--- src/rtl/service_gate_sequencer.sv ---
// service_gate_sequencer
// Runs one PHASES-cycle time pulse per accepted TP_START and issues the
// per-register read, clear and write gates plus the CI carry-in for it.
// Request sets are latched once at acceptance; every output is a flop
// with asynchronous active-low reset, so gates are glitch-free and drop
// immediately when SIM_RST_n falls.
// Optional build macro: SVC_GATE_CONFLICT_EN enables the sticky
// read-conflict flag RD_CONF; without it RD_CONF is tied to 0.
//
//   state | meaning
//   IDLE  | no pulse in progress, waiting for TP_START
//   RUN   | pulse in progress, ph counts 0..PHASES-1
module service_gate_sequencer #(
    parameter int NREG   = 8,
    parameter int ADDR_W = 3,
    parameter int PHASES = 4,
    parameter int RT_PH  = 1,
    parameter int CT_PH  = 2,
    parameter int WT_PH  = 3,
    parameter int G_IDX  = 5
) (
    input  logic              SIM_CLK,
    input  logic              SIM_RST_n,
    input  logic              TP_START,
    input  logic [NREG-1:0]   RD_REQ,
    input  logic [NREG-1:0]   WR_REQ,
    input  logic [ADDR_W-1:0] ADDR,
    input  logic              ADDR_RD,
    input  logic              ADDR_WR,
    input  logic              CI_REQ,
    input  logic              GINH,
    output logic [NREG-1:0]   RDG,
    output logic [NREG-1:0]   CLRG,
    output logic [NREG-1:0]   WRG,
    output logic              CI01,
    output logic              BUSY,
    output logic              DONE,
    output logic              RD_CONF
);

    localparam int PH_W = $clog2(PHASES);

    function automatic logic [PHASES-1:0] phase_mask(input int lo, input int hi);
        logic [PHASES-1:0] m;
        for (int i = 0; i < PHASES; i++) begin
            m[i] = (i >= lo) && (i <= hi);
        end
        return m;
    endfunction

    function automatic logic [NREG-1:0] reg_onehot(input int idx);
        logic [NREG-1:0] m;
        for (int i = 0; i < NREG; i++) begin
            m[i] = (i == idx);
        end
        return m;
    endfunction

    // Phase decode tables: one bit per phase, looked up with the next phase.
    localparam logic [PHASES-1:0] RD_PH_MASK = phase_mask(RT_PH, WT_PH);
    localparam logic [PHASES-1:0] CT_PH_MASK = phase_mask(CT_PH, CT_PH);
    localparam logic [PHASES-1:0] WT_PH_MASK = phase_mask(WT_PH, WT_PH);
    localparam logic [PHASES-1:0] LT_PH_MASK = phase_mask(PHASES - 1, PHASES - 1);
    localparam logic [NREG-1:0]   G_MASK     = reg_onehot(G_IDX);
    localparam logic [PH_W-1:0]   PH_LAST    = PH_W'(PHASES - 1);

    typedef enum logic {
        S_IDLE = 1'b0,
        S_RUN  = 1'b1
    } state_t;

    state_t          state_q, state_d;
    logic [PH_W-1:0] ph_q, ph_d;
    logic [NREG-1:0] rd_sel_q, rd_sel_d;
    logic [NREG-1:0] wr_sel_q, wr_sel_d;
    logic            ciff_q, ciff_d;

    logic [NREG-1:0] rdg_q, clrg_q, wrg_q;
    logic            ci01_q, busy_q, done_q;

    logic [NREG-1:0] addr_hot;
    logic [NREG-1:0] rd_new, wr_new;
    logic [31:0]     addr_ext;
    logic            accept;
    logic            run_d;

    // Decode the addressed register (codes >= NREG match no bit) and the new request sets.
    always_comb begin
        addr_ext = 32'(ADDR);
        addr_hot = '0;
        for (int i = 0; i < NREG; i++) begin
            addr_hot[i] = (addr_ext == 32'(i));
        end
        rd_new = RD_REQ | (ADDR_RD ? addr_hot : '0);
        wr_new = WR_REQ | (ADDR_WR ? addr_hot : '0);
        if (GINH) begin
            wr_new = wr_new & ~G_MASK;
        end
    end

    assign accept = TP_START && ((state_q == S_IDLE) || (ph_q == PH_LAST));

    // Next-state: accept a pulse from IDLE or on the last phase, otherwise step ph.
    always_comb begin
        state_d  = state_q;
        ph_d     = ph_q;
        rd_sel_d = rd_sel_q;
        wr_sel_d = wr_sel_q;
        ciff_d   = ciff_q;
        if (accept) begin
            state_d  = S_RUN;
            ph_d     = '0;
            rd_sel_d = rd_new;
            wr_sel_d = wr_new;
            ciff_d   = CI_REQ;
        end else if (state_q == S_RUN) begin
            if (ph_q == PH_LAST) begin
                state_d = S_IDLE;
                ph_d    = '0;
                ciff_d  = 1'b0;
            end else begin
                ph_d = ph_q + PH_W'(1);
            end
        end
        run_d = (state_d == S_RUN);
    end

    // State, latched sets and registered gate outputs decoded from the next state.
    always_ff @(posedge SIM_CLK or negedge SIM_RST_n) begin
        if (!SIM_RST_n) begin
            state_q  <= S_IDLE;
            ph_q     <= '0;
            rd_sel_q <= '0;
            wr_sel_q <= '0;
            ciff_q   <= 1'b0;
            rdg_q    <= '0;
            clrg_q   <= '0;
            wrg_q    <= '0;
            ci01_q   <= 1'b0;
            busy_q   <= 1'b0;
            done_q   <= 1'b0;
        end else begin
            state_q  <= state_d;
            ph_q     <= ph_d;
            rd_sel_q <= rd_sel_d;
            wr_sel_q <= wr_sel_d;
            ciff_q   <= ciff_d;
            rdg_q    <= (run_d && RD_PH_MASK[ph_d]) ? rd_sel_d : '0;
            clrg_q   <= (run_d && CT_PH_MASK[ph_d]) ? wr_sel_d : '0;
            wrg_q    <= (run_d && WT_PH_MASK[ph_d]) ? wr_sel_d : '0;
            ci01_q   <= run_d && WT_PH_MASK[ph_d] && ciff_d;
            busy_q   <= run_d;
            done_q   <= run_d && LT_PH_MASK[ph_d];
        end
    end

`ifdef SVC_GATE_CONFLICT_EN
    logic rd_conf_q;

    // Sticky flag: more than one register selected onto the read bus at acceptance.
    always_ff @(posedge SIM_CLK or negedge SIM_RST_n) begin
        if (!SIM_RST_n) begin
            rd_conf_q <= 1'b0;
        end else if (accept && (|(rd_new & (rd_new - NREG'(1))))) begin
            rd_conf_q <= 1'b1;
        end
    end

    assign RD_CONF = rd_conf_q;
`else
    assign RD_CONF = 1'b0;
`endif

    assign RDG  = rdg_q;
    assign CLRG = clrg_q;
    assign WRG  = wrg_q;
    assign CI01 = ci01_q;
    assign BUSY = busy_q;
    assign DONE = done_q;

endmodule

--- config.mk ---
export PLATFORM = sky130hd
export DESIGN_NAME = service_gate_sequencer
export DESIGN_NICKNAME = d
export VERILOG_FILES = /design/src/rtl/service_gate_sequencer.sv
export SDC_FILE = /design/constraint.sdc
export NUM_CORES = 1
export LEC_CHECK = 0
export ABC_AREA = 1
export ABC_CLOCK_PERIOD_IN_PS = 2100
export CORE_ASPECT_RATIO = 0.8
export CORE_UTILIZATION = 40
export CTS_BUF_LIST = sky130_fd_sc_hd__clkbuf_4 sky130_fd_sc_hd__clkbuf_8 sky130_fd_sc_hd__clkbuf_16
export DETAILED_ROUTE_END_ITERATION = 8
export PLACE_DENSITY = 0.75
export RECOVER_POWER = 100
export SLEW_MARGIN = 20
export SYNTH_ARGS = -nofsm -noshare
export SYNTH_HDL_FRONTEND = slang
export SYNTH_SLANG_ARGS = --single-unit
--- constraint.sdc ---
create_clock -name SIM_CLK -period 2.1 [get_ports SIM_CLK]
set_clock_uncertainty 0.2 [all_clocks]
set_input_delay 0.63 -clock SIM_CLK [delete_from_list [all_inputs] [get_ports SIM_CLK]]
set_output_delay 0.63 -clock SIM_CLK [all_outputs]
set_load 0.01 [all_outputs]
# After elaboration in Yosys (flattened, before gate mapping)
# Index checks and enable logic that the tools add are counted.
[totals]
out_inout_bits = 28
rom_bits = 0
latch_bits = 0
mem_count = 0
register_bits = 46
inputBits = 26
mem_bits_rw = 0
[classes]
shifts = 0
n_addsub = 1
div = 0
eq_ne = 8
muxes = 23
multipliers = 0
order_cmp = 1
reduce_logical = 7
bitwise_logic = 3
[op_table]
columns = ["op", "n"]
rows = [
  ["$mux 8", 7],
  ["$or 8x8->8", 2],
  ["$eq 3x3->1 const B", 4],
  ["$mux 1", 9],
  ["$bmux 1 s2", 3],
  ["$eq 3x2->1 const B", 2],
  ["$mux 2", 3],
  ["$mux 6", 1],
  ["$logic_and 1x1->1", 5],
  ["$eq 3x1->1 const B", 1],
  ["$logic_not 3->1", 1],
  ["$lt 2x3->1 const B", 1],
  ["$add 2x1->2 const B", 1],
  ["$eq 2x2->1 const B", 1],
  ["$logic_or 1x1->1", 1],
  ["$not 1->1", 1],
]

# Depth between registers and ports, before layout
# Gate-level depths: netlist (run 1).
[logic_depth]
ltp_word = 8
mapped_depth = 9
ltp_nobuf = 8

# Worst setup path before layout (run 1)
# No wires, ideal clock.
[synth_timing]
path_kind = "reg-to-reg"
start = "reg ph_q[0]"
end = "reg wr_sel_q[4]"
setup_ns = 0.116
path_stages_with_launch = 9
t_required_ns = 1.784
setup_slack_ns = 0.559
period_less_slack_ns = 1.541
t_arrival_ns = 1.224
path_cell_list = "dfrtp_1 ha_1 inv_1 nand2_4 nand2_8 buf_6 nand2_1 nand2_1 inv_1"
[synth_via]
elab_chain_cells = 4
[synth_rtl]
columns = ["element", "line", "rtl"]
rows = [
  ["start: declaration", "73", "logic [PH_W-1:0] ph_q, ph_d;"],
  ["start signal: assignment", "144", "ph_q <= ph_d;"],
  ["$eq 2x2->1", "101", "assign accept = TP_START && ((state_q == S_IDLE) || (ph_q == PH_LAST));"],
  ["$logic_or 1x1->1", "101", ""],
  ["$logic_and 1x1->1", "101", ""],
  ["$mux 8", "110", "if (accept) begin"],
  ["named net wr_sel_d[4]", "75", "logic [NREG-1:0] wr_sel_q, wr_sel_d;"],
  ["end signal: assignment", "146", "wr_sel_q <= wr_sel_d;"],
  ["end: declaration", "75", ""],
]
# The timed path passes the listed nets, and every way through them passes these cells.

# Final worst setup path (run 1)
[layout_timing]
start = "reg rdg_q[2] (netlist: RDG[2])"
end = "out RDG[2]"
[layout_lines]
columns = ["element", "line", "rtl"]
rows = [
  ["start: declaration", "78", "logic [NREG-1:0] rdg_q, clrg_q, wrg_q;"],
  ["start signal: assignment", "148", "rdg_q <= (run_d && RD_PH_MASK[ph_d]) ? rd_sel_d : '0;"],
  ["end: declaration", "32", "output logic [NREG-1:0] RDG,"],
]
# No word-level cell between the ends.

==> results of run 1 <==
## state kept, by name (all words and copies together) (netlist names)
register  flops
BUSY          1
CI01          1
CLRG          8
DONE          1
RDG           8
WRG           8
ciff_q        1
ph_q          2
rd_sel_q      8
wr_sel_q      8
## stage by stage
stage | area [sq um] | setup WS, ns | std cells
5_1_grt | 2680 | 0.0171 | 352
3_5_place_dp | 2590 | -0.101 | 344
2_1_floorplan | 2000 | 0.559 | 234
3_3_place_gp | 2590 | -0.0453 | 344
4_1_cts | 2690 | 0.0724 | 352
6_report | 2680 | 0.0851 | 352
## worst paths after layout
path                            cells after the start  slack [ns]          endpoint
min in group SIM_CLK                                2        0.33  ciff_q$_DFF_PN0_
max in group asynchronous                           2        0.67  WRG[4]$_DFF_PN0_
worst max register to register                      8        0.27  RDG[0]$_DFF_PN0_
worst min-delay path                                1        0.32  RDG[1]$_DFF_PN0_
worst min register to register                      2        0.33  ciff_q$_DFF_PN0_
worst max-delay path                                1        0.09            RDG[2]
## kinds of logic (layout without fill, tap and decap cells)
logic type | count (synthesis) | in the layout
adders and majority gates | 1 | 1
AOI/OAI and AO/OA | 4 | 4
and+or+nand+nor | 124 | 124
buffers and inverters | 58 | 116
other | 1 | 1
DFF | 46 | 46
## synthesized netlist by cell type (all sizes together)
master and n:
a21oi 3, buf 9, conb 1, dfrtp 46, ha 1, inv 49, nand2 62, nand3 7
nand4 18, nor2 37, o211ai 1
## layout make-up
class / count / area, sq um
Clock inverter: 2 / 12.5
Sequential cell: 46 / 1150
Tap cell: 60 / 75.1
Inverter: 49 / 184
Timing Repair Buffer: 59 / 579
Clock buffer: 6 / 82.6
Multi-Input combinational cell: 130 / 594
Fill cell: 423 / 2030
## cell usage in the layout (no fill, tap or decap), drive strengths merged
master,instances
a21oi,3
buf,6
clkbuf,8
clkdlybuf4s50,50
clkinv,1
clkinvlp,1
conb,1
dfrtp,46
dlygate4sd3,1
ha,1
inv,49
nand2,62
nand3,7
nand4,18
nor2,37
o211ai,1
## routing by layer
layer | up-vias | part of all wire | GRT usage
met5 | - | 0 | 0
met4 | 0 | 0.0096 | 0.0402
met3 | 5 | 0.052 | 0.0514
met2 | 32 | 0.45 | 0.267
met1 | 724 | 0.49 | 0.235
li1 | 807 | - | -
## where the power goes
group	switching (mW)	total (mW)	leakage [nW]	internal, mW
Clock	0.295	0.560	0.0472	0.265
Combinational	0.912	1.57	0.820	0.656
Sequential	0.102	1.34	0.562	1.24
Total	1.31	3.46	1.43	2.16
==> summary.txt, run 1 <==
Min path
  • Worst Hold Class: input port to asynchronous set/reset pin

Synth
  • Leading area contributor after synthesis: dfrtp_1
  • Count of cell types in the netlist: 19
  • Mean Syn Cell Area: 8.57 sq um
  • Register area share after synthesis: 0.574
  • Post-Synth XOR/XNOR Area: 0
  • Synthesized flop and latch total: 46
  • Main combinational cell family by area after synthesis: simple AND/OR/NAND/NOR gates
  • Post-Syn Nets: 261
  • Mapped cell area: 2000 sq um
  • Top area cells in the synthesized netlist: dfrtp_1, nand2_1, inv_1
  • Synth Area in Simple Gates: 0.278
  • Post-synthesis mux area share: 0
  • Synth Area in Adders: 0.00624
  • Post-synthesis compound-gate area fraction: 0.0137
  • Post-synth top area share: 0.574
  • Ys Warns: 0
  • Cells after synthesis: 234

Clock tree
  • Post-CTS setup buffer count: 0
  • H-tree depth: 2
  • # resized after CTS: 0
  • Clk root buf: clkbuf_8
  • Deepest clock path buffer count: 2
  • Cts hold-fix bufs: 0
  • Sink Count: 46
  • CTS tree: done
  • Clock latency on the worst-skew pair: 0.30 ns
  • Clock slew at reported path FFs: 0.09 ns
  • CTS Buf Count: 5

Timing
  • Total negative slack: 0 ns
  • Final Critical Period: 2.01 ns
  • Slew headroom: 0.249
  • Final Cycle Share: 0.959
  • Fmax: 496 MHz
  • RSZ-0062 raised after global routing: no
  • Final hold vios: 0
  • Final setup fails: 0
  • Final hold slack: 0.321 ns
  • Final slew viol count: 0
  • Worst slew pin tran: 1.13 ns

Global routing
  • Initial antenna violation count: 0
  • Largest net degree at the start of global routing: 35
  • Vias in the first global route: 1511
  • GR Overflow Total: 0
  • First-pass GRT wire length: 6780 microns
  • GRT Total Usage: 0.172

Routing
  • Pre-antenna DRT Iters: 4
  • Detail-routed via count per cell: 4.45
  • Detail Route Antenna Nets: 0
  • Initial DRC count: 47
  • Routed wire length: 3960 microns
  • DRC Markers: 0
  • Via count: 1568
  • Routed len/inst: 11.2 microns

Layout
  • ANT cells: 0
  • Layout cells sized above 1: 0.0753
  • Final net count: 318
  • Final Util: 0.569
  • Area Overhead vs Synth: 33.6%

Worst setup path
  • Worst Setup Path Type: flop to output port
  • Crit. Startpoint: RDG[2]$_DFF_PN0_
  • CP max stage cell: clkdlybuf4s50_1
  • Critical Path RT: 1.27 ns
  • Kind of end point of the critical path: output port
  • Worst-path cell chain: clkdlybuf4s50_1
  • Max incr delay on CP: 0.54 ns
  • Critical Path AT: 1.18 ns
  • Crit-path max FO: 1
  • Worst path top cell family by delay: buffers and inverters
  • R2r startpoint: ph_q[0]$_DFF_PN0_
  • Startpoint Class: flop
  • Worst path bufs/invs: 1

Run status
  • Status: finished clean

Place
  • Port Buf Inserts: 52
  • Global placer's final weighted congestion: 0.779
  • HPWL after detailed placement: 2980 microns

Power
  • Final total power: 3.46 mW
  • Pwr/cell area: 1290 nW/um^2
  • Leak: 1.43 nW
  • Worst IR Drop VDD: 0.641 mV

Flow run
  • Max Cap Viol: 0

Floorplan
  • Die area: 5300 sq um
  • Die width: 81.1 microns
  • Num ports: 54
  • Initial Util: 0.426
  • Site row count: 22
  • Die height: 65.3 microns
  • CORE AREA: 4710 sq um
No activity file was read; power rests on OpenSTA's default activity.
==> run 2: changes to the inputs <==
--- a/config.mk
+++ b/config.mk
@@ -17,3 +17,4 @@
 export SYNTH_ARGS = -nofsm -noshare
 export SYNTH_HDL_FRONTEND = slang
 export SYNTH_SLANG_ARGS = --single-unit
+export TNS_END_PERCENT = 5
==> results of run 2 <==
The final DEF is identical to that of run 1; final timing and power are the same.
